$ cat src/rtl/pipelined_adder_n_if.sv
// Operand/result bus for pipelined_adder_n.
// Handshake: a beat moves on any rising clk edge where valid && ready are both 1.
// The producer holds valid and its payload stable until that edge; ready may change freely.
interface pipelined_adder_n_if #(
  parameter int WIDTH = 34
);
  logic             in_valid;
  logic             in_ready;
  logic [WIDTH-1:0] a;
  logic [WIDTH-1:0] b;
  logic             cin;
  logic             sub;
  logic             out_valid;
  logic             out_ready;
  logic [WIDTH-1:0] sum;
  logic             cout;
  logic             overflow;

  modport master (
    output in_valid, a, b, cin, sub, out_ready,
    input  in_ready, out_valid, sum, cout, overflow
  );

  modport slave (
    input  in_valid, a, b, cin, sub, out_ready,
    output in_ready, out_valid, sum, cout, overflow
  );
endinterface

$ cat src/rtl/pipelined_adder_n.sv
// Add/subtract of two WIDTH-bit operands with the carry chain cut into STAGES
// registered segments; elastic valid/ready pipeline with optional signed saturation.
module pipelined_adder_n #(
  parameter int WIDTH    = 34,
  parameter int STAGES   = 4,
  parameter bit SATURATE = 1'b0
) (
  input logic               clk,
  input logic               reset,
  pipelined_adder_n_if.slave bus
);
  localparam int CHUNK = (WIDTH + STAGES - 1) / STAGES;

  logic             valid_q [STAGES];
  logic             valid_d [STAGES];
  logic [WIDTH-1:0] a_q     [STAGES];
  logic [WIDTH-1:0] a_d     [STAGES];
  logic [WIDTH-1:0] b_q     [STAGES];
  logic [WIDTH-1:0] b_d     [STAGES];
  logic [WIDTH-1:0] s_q     [STAGES];
  logic [WIDTH-1:0] s_d     [STAGES];
  logic             c_q     [STAGES];
  logic             c_d     [STAGES];
  logic             ovf_q   [STAGES];
  logic             ovf_d   [STAGES];

  logic [STAGES-1:0] adv;
  logic              rdy;
  logic              src_v, src_c, src_ovf, seg_c, seg_ovf;
  logic [WIDTH-1:0]  src_a, src_b, src_s, seg_s;
  int                prev;

  // Ripples the carry through the bits owned by segment k; bits outside it pass through.
  function automatic void seg_add(
    input  int               k,
    input  logic [WIDTH-1:0] a_i,
    input  logic [WIDTH-1:0] b_i,
    input  logic [WIDTH-1:0] s_i,
    input  logic             c_i,
    input  logic             ovf_i,
    output logic [WIDTH-1:0] s_o,
    output logic             c_o,
    output logic             ovf_o
  );
    logic c;
    logic c_next;
    s_o   = s_i;
    c     = c_i;
    ovf_o = ovf_i;
    for (int i = 0; i < WIDTH; i++) begin
      if (i >= k * CHUNK && i < (k + 1) * CHUNK) begin
        c_next = (a_i[i] & b_i[i]) | (c & (a_i[i] ^ b_i[i]));
        s_o[i] = a_i[i] ^ b_i[i] ^ c;
        if (i == WIDTH - 1) ovf_o = c ^ c_next;
        c = c_next;
      end
    end
    c_o = c;
  endfunction

  always_comb begin
    adv     = '0;
    src_v   = 1'b0;
    src_a   = '0;
    src_b   = '0;
    src_s   = '0;
    src_c   = 1'b0;
    src_ovf = 1'b0;
    seg_s   = '0;
    seg_c   = 1'b0;
    seg_ovf = 1'b0;
    prev    = 0;
    // A stage may advance when it is empty or everything downstream of it can move.
    rdy = bus.out_ready;
    for (int k = STAGES - 1; k >= 0; k--) begin
      rdy    = !valid_q[k] || rdy;
      adv[k] = rdy;
    end
    for (int k = 0; k < STAGES; k++) begin
      valid_d[k] = valid_q[k];
      a_d[k]     = a_q[k];
      b_d[k]     = b_q[k];
      s_d[k]     = s_q[k];
      c_d[k]     = c_q[k];
      ovf_d[k]   = ovf_q[k];
      prev       = (k > 0) ? k - 1 : 0;
      if (k == 0) begin
        src_v   = bus.in_valid;
        src_a   = bus.a;
        src_b   = bus.sub ? ~bus.b : bus.b;
        src_s   = '0;
        src_c   = bus.sub ? 1'b1 : bus.cin;
        src_ovf = 1'b0;
      end else begin
        src_v   = valid_q[prev];
        src_a   = a_q[prev];
        src_b   = b_q[prev];
        src_s   = s_q[prev];
        src_c   = c_q[prev];
        src_ovf = ovf_q[prev];
      end
      seg_add(k, src_a, src_b, src_s, src_c, src_ovf, seg_s, seg_c, seg_ovf);
      if (SATURATE && k == STAGES - 1 && seg_ovf)
        seg_s = src_a[WIDTH-1] ? {1'b1, {(WIDTH-1){1'b0}}} : {1'b0, {(WIDTH-1){1'b1}}};
      if (adv[k]) begin
        valid_d[k] = src_v;
        if (src_v) begin
          a_d[k]   = src_a;
          b_d[k]   = src_b;
          s_d[k]   = seg_s;
          c_d[k]   = seg_c;
          ovf_d[k] = seg_ovf;
        end
      end
    end
  end

  always_ff @(posedge clk) begin
    for (int k = 0; k < STAGES; k++) begin
      if (reset) begin
        valid_q[k] <= 1'b0;
        a_q[k]     <= '0;
        b_q[k]     <= '0;
        s_q[k]     <= '0;
        c_q[k]     <= 1'b0;
        ovf_q[k]   <= 1'b0;
      end else begin
        valid_q[k] <= valid_d[k];
        a_q[k]     <= a_d[k];
        b_q[k]     <= b_d[k];
        s_q[k]     <= s_d[k];
        c_q[k]     <= c_d[k];
        ovf_q[k]   <= ovf_d[k];
      end
    end
  end

  assign bus.in_ready  = adv[0];
  assign bus.out_valid = valid_q[STAGES-1];
  assign bus.sum       = s_q[STAGES-1];
  assign bus.cout      = c_q[STAGES-1];
  assign bus.overflow  = ovf_q[STAGES-1];
endmodule
$ cat src/flat_wrapper.sv
// flat-port wrapper written by rule: the top's interface ports become plain ports
module pipelined_adder_n_flat 
#(
  parameter int WIDTH    = 34,
  parameter int STAGES   = 4,
  parameter bit SATURATE = 1'b0
)
  (clk, reset, bus_in_valid, bus_a, bus_b, bus_cin, bus_sub, bus_out_ready, bus_in_ready, bus_out_valid, bus_sum, bus_cout, bus_overflow);
  pipelined_adder_n_if #(.WIDTH(WIDTH)) bus_i ();
  input logic clk;
  input logic reset;
  input wire logic [$bits(bus_i.in_valid)-1:0] bus_in_valid;
  input wire logic [$bits(bus_i.a)-1:0] bus_a;
  input wire logic [$bits(bus_i.b)-1:0] bus_b;
  input wire logic [$bits(bus_i.cin)-1:0] bus_cin;
  input wire logic [$bits(bus_i.sub)-1:0] bus_sub;
  input wire logic [$bits(bus_i.out_ready)-1:0] bus_out_ready;
  output wire logic [$bits(bus_i.in_ready)-1:0] bus_in_ready;
  output wire logic [$bits(bus_i.out_valid)-1:0] bus_out_valid;
  output wire logic [$bits(bus_i.sum)-1:0] bus_sum;
  output wire logic [$bits(bus_i.cout)-1:0] bus_cout;
  output wire logic [$bits(bus_i.overflow)-1:0] bus_overflow;
  assign bus_i.in_valid = bus_in_valid;
  assign bus_i.a = bus_a;
  assign bus_i.b = bus_b;
  assign bus_i.cin = bus_cin;
  assign bus_i.sub = bus_sub;
  assign bus_i.out_ready = bus_out_ready;
  assign bus_in_ready = bus_i.in_ready;
  assign bus_out_valid = bus_i.out_valid;
  assign bus_sum = bus_i.sum;
  assign bus_cout = bus_i.cout;
  assign bus_overflow = bus_i.overflow;
  pipelined_adder_n #(.WIDTH(WIDTH), .STAGES(STAGES), .SATURATE(SATURATE)) u_core (.clk(clk), .reset(reset), .bus(bus_i));
endmodule
$ cat config.mk
export PLATFORM = sky130hd
export DESIGN_NAME = pipelined_adder_n_flat
export DESIGN_NICKNAME = d
export VERILOG_FILES = /design/src/rtl/pipelined_adder_n_if.sv /design/src/rtl/pipelined_adder_n.sv /design/src/flat_wrapper.sv
export SDC_FILE = /design/constraint.sdc
export NUM_CORES = 1
export LEC_CHECK = 0
export ABC_AREA = 1
export CAP_MARGIN = 20
export CORE_MARGIN = 2
export CORE_UTILIZATION = 55
export CTS_CLUSTER_DIAMETER = 30
export CTS_CLUSTER_SIZE = 40
export DETAILED_ROUTE_END_ITERATION = 10
export PLACE_DENSITY = 0.9
export SLEW_MARGIN = 20
export SYNTH_ARGS = -nofsm -noshare
export SYNTH_HDL_FRONTEND = slang
export SYNTH_SLANG_ARGS = --single-unit
$ cat constraint.sdc
create_clock -name clk -period 6.2 [get_ports clk]
set_input_delay 1.24 -clock clk [delete_from_list [all_inputs] [get_ports clk]]
set_output_delay 1.24 -clock clk [all_outputs]
set_load 0.005 [all_outputs]
==> impl_metrics.prom <==
# TYPE chip_impl_metric gauge
chip_impl_info{name="outcome",value="complete, no violations"} 1
chip_impl_metric{name="core.rowCount",unit=""} 44
chip_impl_info{name="worstReg2RegStart",value="u_core.a_q[0][52]"} 1
chip_impl_info{name="worst_setup_path_startpoint",value="bus_b[0]"} 1
chip_impl_metric{name="max-clock-path-buffers",unit=""} 2
chip_impl_metric{name="vias_in_the_first_global_route",unit=""} 6350
chip_impl_metric{name="synth.net_count",unit=""} 1154
chip_impl_metric{name="starting_utilization_of_the_core_area",unit="%"} 56.4
chip_impl_metric{name="cts_repair_resize_count",unit=""} 0
chip_impl_metric{name="maximum_fanout_count_along_the_critical_path",unit=""} 1
chip_impl_metric{name="worst-endpoint-arrival",unit="ns"} 5.36
chip_impl_metric{name="syn_avg_cell_area",unit="µm²"} 7.83
chip_impl_metric{name="num_clock_sinks",unit=""} 193
chip_impl_metric{name="cts_post_setup_buffers_inserted",unit=""} 0
chip_impl_metric{name="final-instance-count-excl-fill",unit=""} 1303
chip_impl_info{name="rsz0062_at_grt",value="false"} 1
chip_impl_metric{name="placed_instance_area",unit="µm²"} 9230
chip_impl_metric{name="die_height",unit="µm"} 126
chip_impl_metric{name="synth_xor_area_share",unit="%"} 3.74
chip_impl_metric{name="timing.final.crit_period",unit="ns"} 5.03
chip_impl_metric{name="drc",unit=""} 0
chip_impl_metric{name="timing.critical_path.required",unit="ns"} 6.53
chip_impl_metric{name="design_area",unit="µm²"} 9880
chip_impl_metric{name="ioPinCount",unit=""} 112
chip_impl_metric{name="max_freq",unit="GHz"} 0.199
chip_impl_metric{name="final_layout_net_count",unit=""} 1214
chip_impl_metric{name="worst_hold_depth",unit=""} 2
chip_impl_info{name="synth_top_family_by_area",value="simple AND/OR/NAND/NOR gates"} 1
chip_impl_metric{name="clock_skews",unit="ns"} 0.0127
chip_impl_metric{name="final-max-slew-violation-count",unit=""} 0
chip_impl_info{name="worstReg2RegEnd",value="u_core.s_q[2][26]"} 1
chip_impl_metric{name="powerDensity",unit="nW/µm²"} 289
chip_impl_metric{name="worstSkewPairLatency",unit="ns"} 0.44
chip_impl_metric{name="grt_pass1_wl",unit="µm"} 29500
chip_impl_info{name="mostFrequentLayoutCell",value="sky130_fd_sc_hd__nor2_1"} 1
chip_impl_metric{name="regToRegSetupSlack",unit="ns"} 1.58
chip_impl_metric{name="hold_violations",unit=""} 0
chip_impl_metric{name="place_hpwl",unit="µm"} 11200
chip_impl_metric{name="synth.yosys.warnings",unit=""} 0
chip_impl_info{name="startpoint_type",value="primary input"} 1
chip_impl_metric{name="drt-pass1-iter-count",unit=""} 5
chip_impl_info{name="most-common-layout-cells",value="311 x sky130_fd_sc_hd__nor2_1, 193 x sky130_fd_sc_hd__dfxtp_1, 113 x sky130_fd_sc_hd__o21ai_0, 109 x sky130_fd_sc_hd__clkdlybuf4s50_1, 71 x sky130_fd_sc_hd__nand2_1"} 1
chip_impl_metric{name="grt_util_all_layers",unit="%"} 22.3
chip_impl_metric{name="vias",unit=""} 6792
chip_impl_metric{name="htreeDepth",unit=""} 4
chip_impl_metric{name="ir_worst_vdd",unit="µV"} 235
chip_impl_metric{name="total_leakage_power",unit="nW"} 4.23
chip_impl_metric{name="cts_hold_buf",unit=""} 0
chip_impl_metric{name="cts_made_buffers",unit=""} 17
chip_impl_metric{name="post_synth_and_or_nand_nor_area_fraction",unit="%"} 21.9
chip_impl_info{name="cts_root_buffer",value="sky130_fd_sc_hd__clkbuf_16"} 1
chip_impl_metric{name="post_synth_fa_ha_maj_area_fraction",unit="%"} 8.31
chip_impl_info{name="tritoncts",value="done"} 1
chip_impl_metric{name="synthCells",unit=""} 1046
chip_impl_metric{name="routed_wire_length_per_instance",unit="µm"} 13.6
chip_impl_metric{name="global_route.overflow_total",unit=""} 0
chip_impl_info{name="cp-end-kind",value="flip-flop"} 1
chip_impl_metric{name="worstRegToRegCells",unit=""} 15
chip_impl_metric{name="cts_clock_pin_slew_for_the_worst_setup_and_hold_paths",unit="ns"} 0.06
chip_impl_metric{name="core_region_area",unit="µm²"} 14500
chip_impl_metric{name="synth.cell_area",unit="µm²"} 8190
chip_impl_metric{name="synth_sequential_area_ratio",unit="%"} 47.2
chip_impl_metric{name="grt_max_degree",unit=""} 128
chip_impl_metric{name="synth_seq_cells",unit=""} 193
chip_impl_metric{name="io_buffer_count",unit=""} 111
chip_impl_info{name="hp-class",value="reg2reg"} 1
chip_impl_metric{name="worst_max_slew_pin_slew",unit="ns"} 1.07
chip_impl_metric{name="setup_violations",unit=""} 0
chip_impl_metric{name="synth.lib_cells_used.distinct",unit=""} 24
chip_impl_metric{name="post_route_cells_drive_above_1_share",unit="%"} 4.11
chip_impl_metric{name="finalSetupTns",unit="ns"} 0
chip_impl_metric{name="dpl.cell_count",unit=""} 1270
chip_impl_info{name="worst-setup-path-type",value="in2reg"} 1
chip_impl_metric{name="relSlewSlack",unit="%"} 28.5
chip_impl_metric{name="routed_via_density",unit=""} 5.21
chip_impl_metric{name="compound_cell_area_share_of_the_yosys_netlist",unit="%"} 11.7
chip_impl_metric{name="finalCritPeriodShare",unit="%"} 81.1
chip_impl_metric{name="area.growth.synth_to_final",unit="%"} 20.6
chip_impl_info{name="critPathCapture",value="u_core.s_q[0][8]"} 1
chip_impl_metric{name="antenna_cells_inserted",unit=""} 0
chip_impl_metric{name="antenna_found_initial",unit=""} 0
chip_impl_metric{name="globalplace.congestion",unit=""} 0.799
chip_impl_metric{name="detailedRoute.firstIterationViolations",unit=""} 603
chip_impl_metric{name="drv_cap",unit=""} 0
chip_impl_metric{name="total_wirelength_of_the_detailed_routed_design",unit="µm"} 17700
chip_impl_metric{name="die-area",unit="µm²"} 15900
chip_impl_metric{name="final_antenna_violating_net_count",unit=""} 0
chip_impl_metric{name="synthMuxAreaShare",unit="%"} 0
chip_impl_metric{name="fp.dieW",unit="µm"} 126
==> state kept, by name, summed over array words and instances, names as in the netlist <==
register and flops:
u_core.valid_q 4, u_core.b_q 48, u_core.s_q 88, u_core.a_q 48, u_core.c_q 4, u_core.ovf_q 1
==> worst max-delay path, cell delays in order <==
cell                              delay [ns]
sky130_fd_sc_hd__clkdlybuf4s50_1        0.42
sky130_fd_sc_hd__xnor2_1                0.15
sky130_fd_sc_hd__fa_1                   0.41
sky130_fd_sc_hd__fa_1                   0.38
sky130_fd_sc_hd__fa_1                   0.39
sky130_fd_sc_hd__fa_1                   0.37
sky130_fd_sc_hd__inv_1                  0.08
sky130_fd_sc_hd__fa_1                   0.18
sky130_fd_sc_hd__fa_1                   0.17
sky130_fd_sc_hd__inv_1                  0.05
sky130_fd_sc_hd__fa_1                   0.37
sky130_fd_sc_hd__fa_1                   0.37
sky130_fd_sc_hd__inv_1                  0.08
sky130_fd_sc_hd__fa_1                   0.40
sky130_fd_sc_hd__inv_1                  0.07
sky130_fd_sc_hd__nand3_1                0.08
sky130_fd_sc_hd__nand2_1                0.10
sky130_fd_sc_hd__nor2_1                 0.04
==> report_power, final <==
group | switching [mW] | total, mW | internal [mW]
registers | 0.0448 | 1.36 | 1.32
logic | 0.180 | 0.340 | 0.160
clock network | 0.468 | 1.15 | 0.686
total | 0.693 | 2.86 | 2.16
==> synthesized netlist by cell type (all sizes together) <==
| master | n | area share, % |
|---|---|---|
| xor2 | 3 | 0.32 |
| dfxtp | 193 | 47 |
| nor2 | 313 | 14 |
| xnor2 | 32 | 3.4 |
| nand2 | 72 | 3.3 |
| buf | 37 | 2.3 |
| nand3 | 64 | 4.0 |
| clkbuf | 38 | 1.8 |
| inv | 67 | 3.1 |
| a21oi | 68 | 4.2 |
| o21ai | 123 | 7.5 |
| fa | 34 | 8.3 |
| nand4 | 1 | 0.15 |
| clkinv | 1 | 0.046 |
==> worst min-delay path by stage <==
stage | from | to | slack [ns]
finish | u_core.s_q[1][10] | u_core.s_q[1][10] | 0.46
global placement | u_core.s_q[1][10] | u_core.s_q[1][10] | 0.45
detailed placement | u_core.s_q[1][10] | u_core.s_q[1][10] | 0.45
floorplan | u_core.s_q[1][10] | u_core.s_q[1][10] | 0.43
CTS | u_core.s_q[1][10] | u_core.s_q[1][10] | 0.47
global route | u_core.s_q[1][10] | u_core.s_q[1][10] | 0.48
==> kinds of logic after synthesis <==
family                   Yosys count
AND/OR/NAND/NOR                  450
flip-flops                       193
adder cells (fa/ha/maj)           34
buffers and inverters            143
XOR/XNOR                          35
AO/OA/AOI/OAI                    191
==> routing by layer <==
layer  wire length, µm  global-route usage (%)  vias to the layer above
li1                  -                       -                     3409
met1              8100                    30.8                     3122
met2              8240                    35.0                      235
met3              1010                    4.97                       26
met4               305                    7.43                        0
met5                 0                       0                        -
==> stage by stage <==
step                total power [mW]  worst slack (ns)  utilization, %  hold slack (ns)
floorplan                       1.60             0.848               -            0.435
global placement                1.71             0.837            63.5            0.448
detailed placement              1.72             0.721            63.5            0.453
CTS                             2.86              1.14            67.8            0.467
global route                    2.97             0.917            68.0            0.485
finish                          2.86              1.17            68.0            0.465
==> layout make-up <==
type                            instances  area (µm²)
Clock buffer                           19         443
Fill cell                            1126        4660
Inverter                               68         258
Clock inverter                         13         184
Tap cell                              184         230
Sequential cell                       193        3860
Multi-Input combinational cell        710        3750
Timing Repair Buffer                  116        1150
Power figures use the tool's default switching activity.
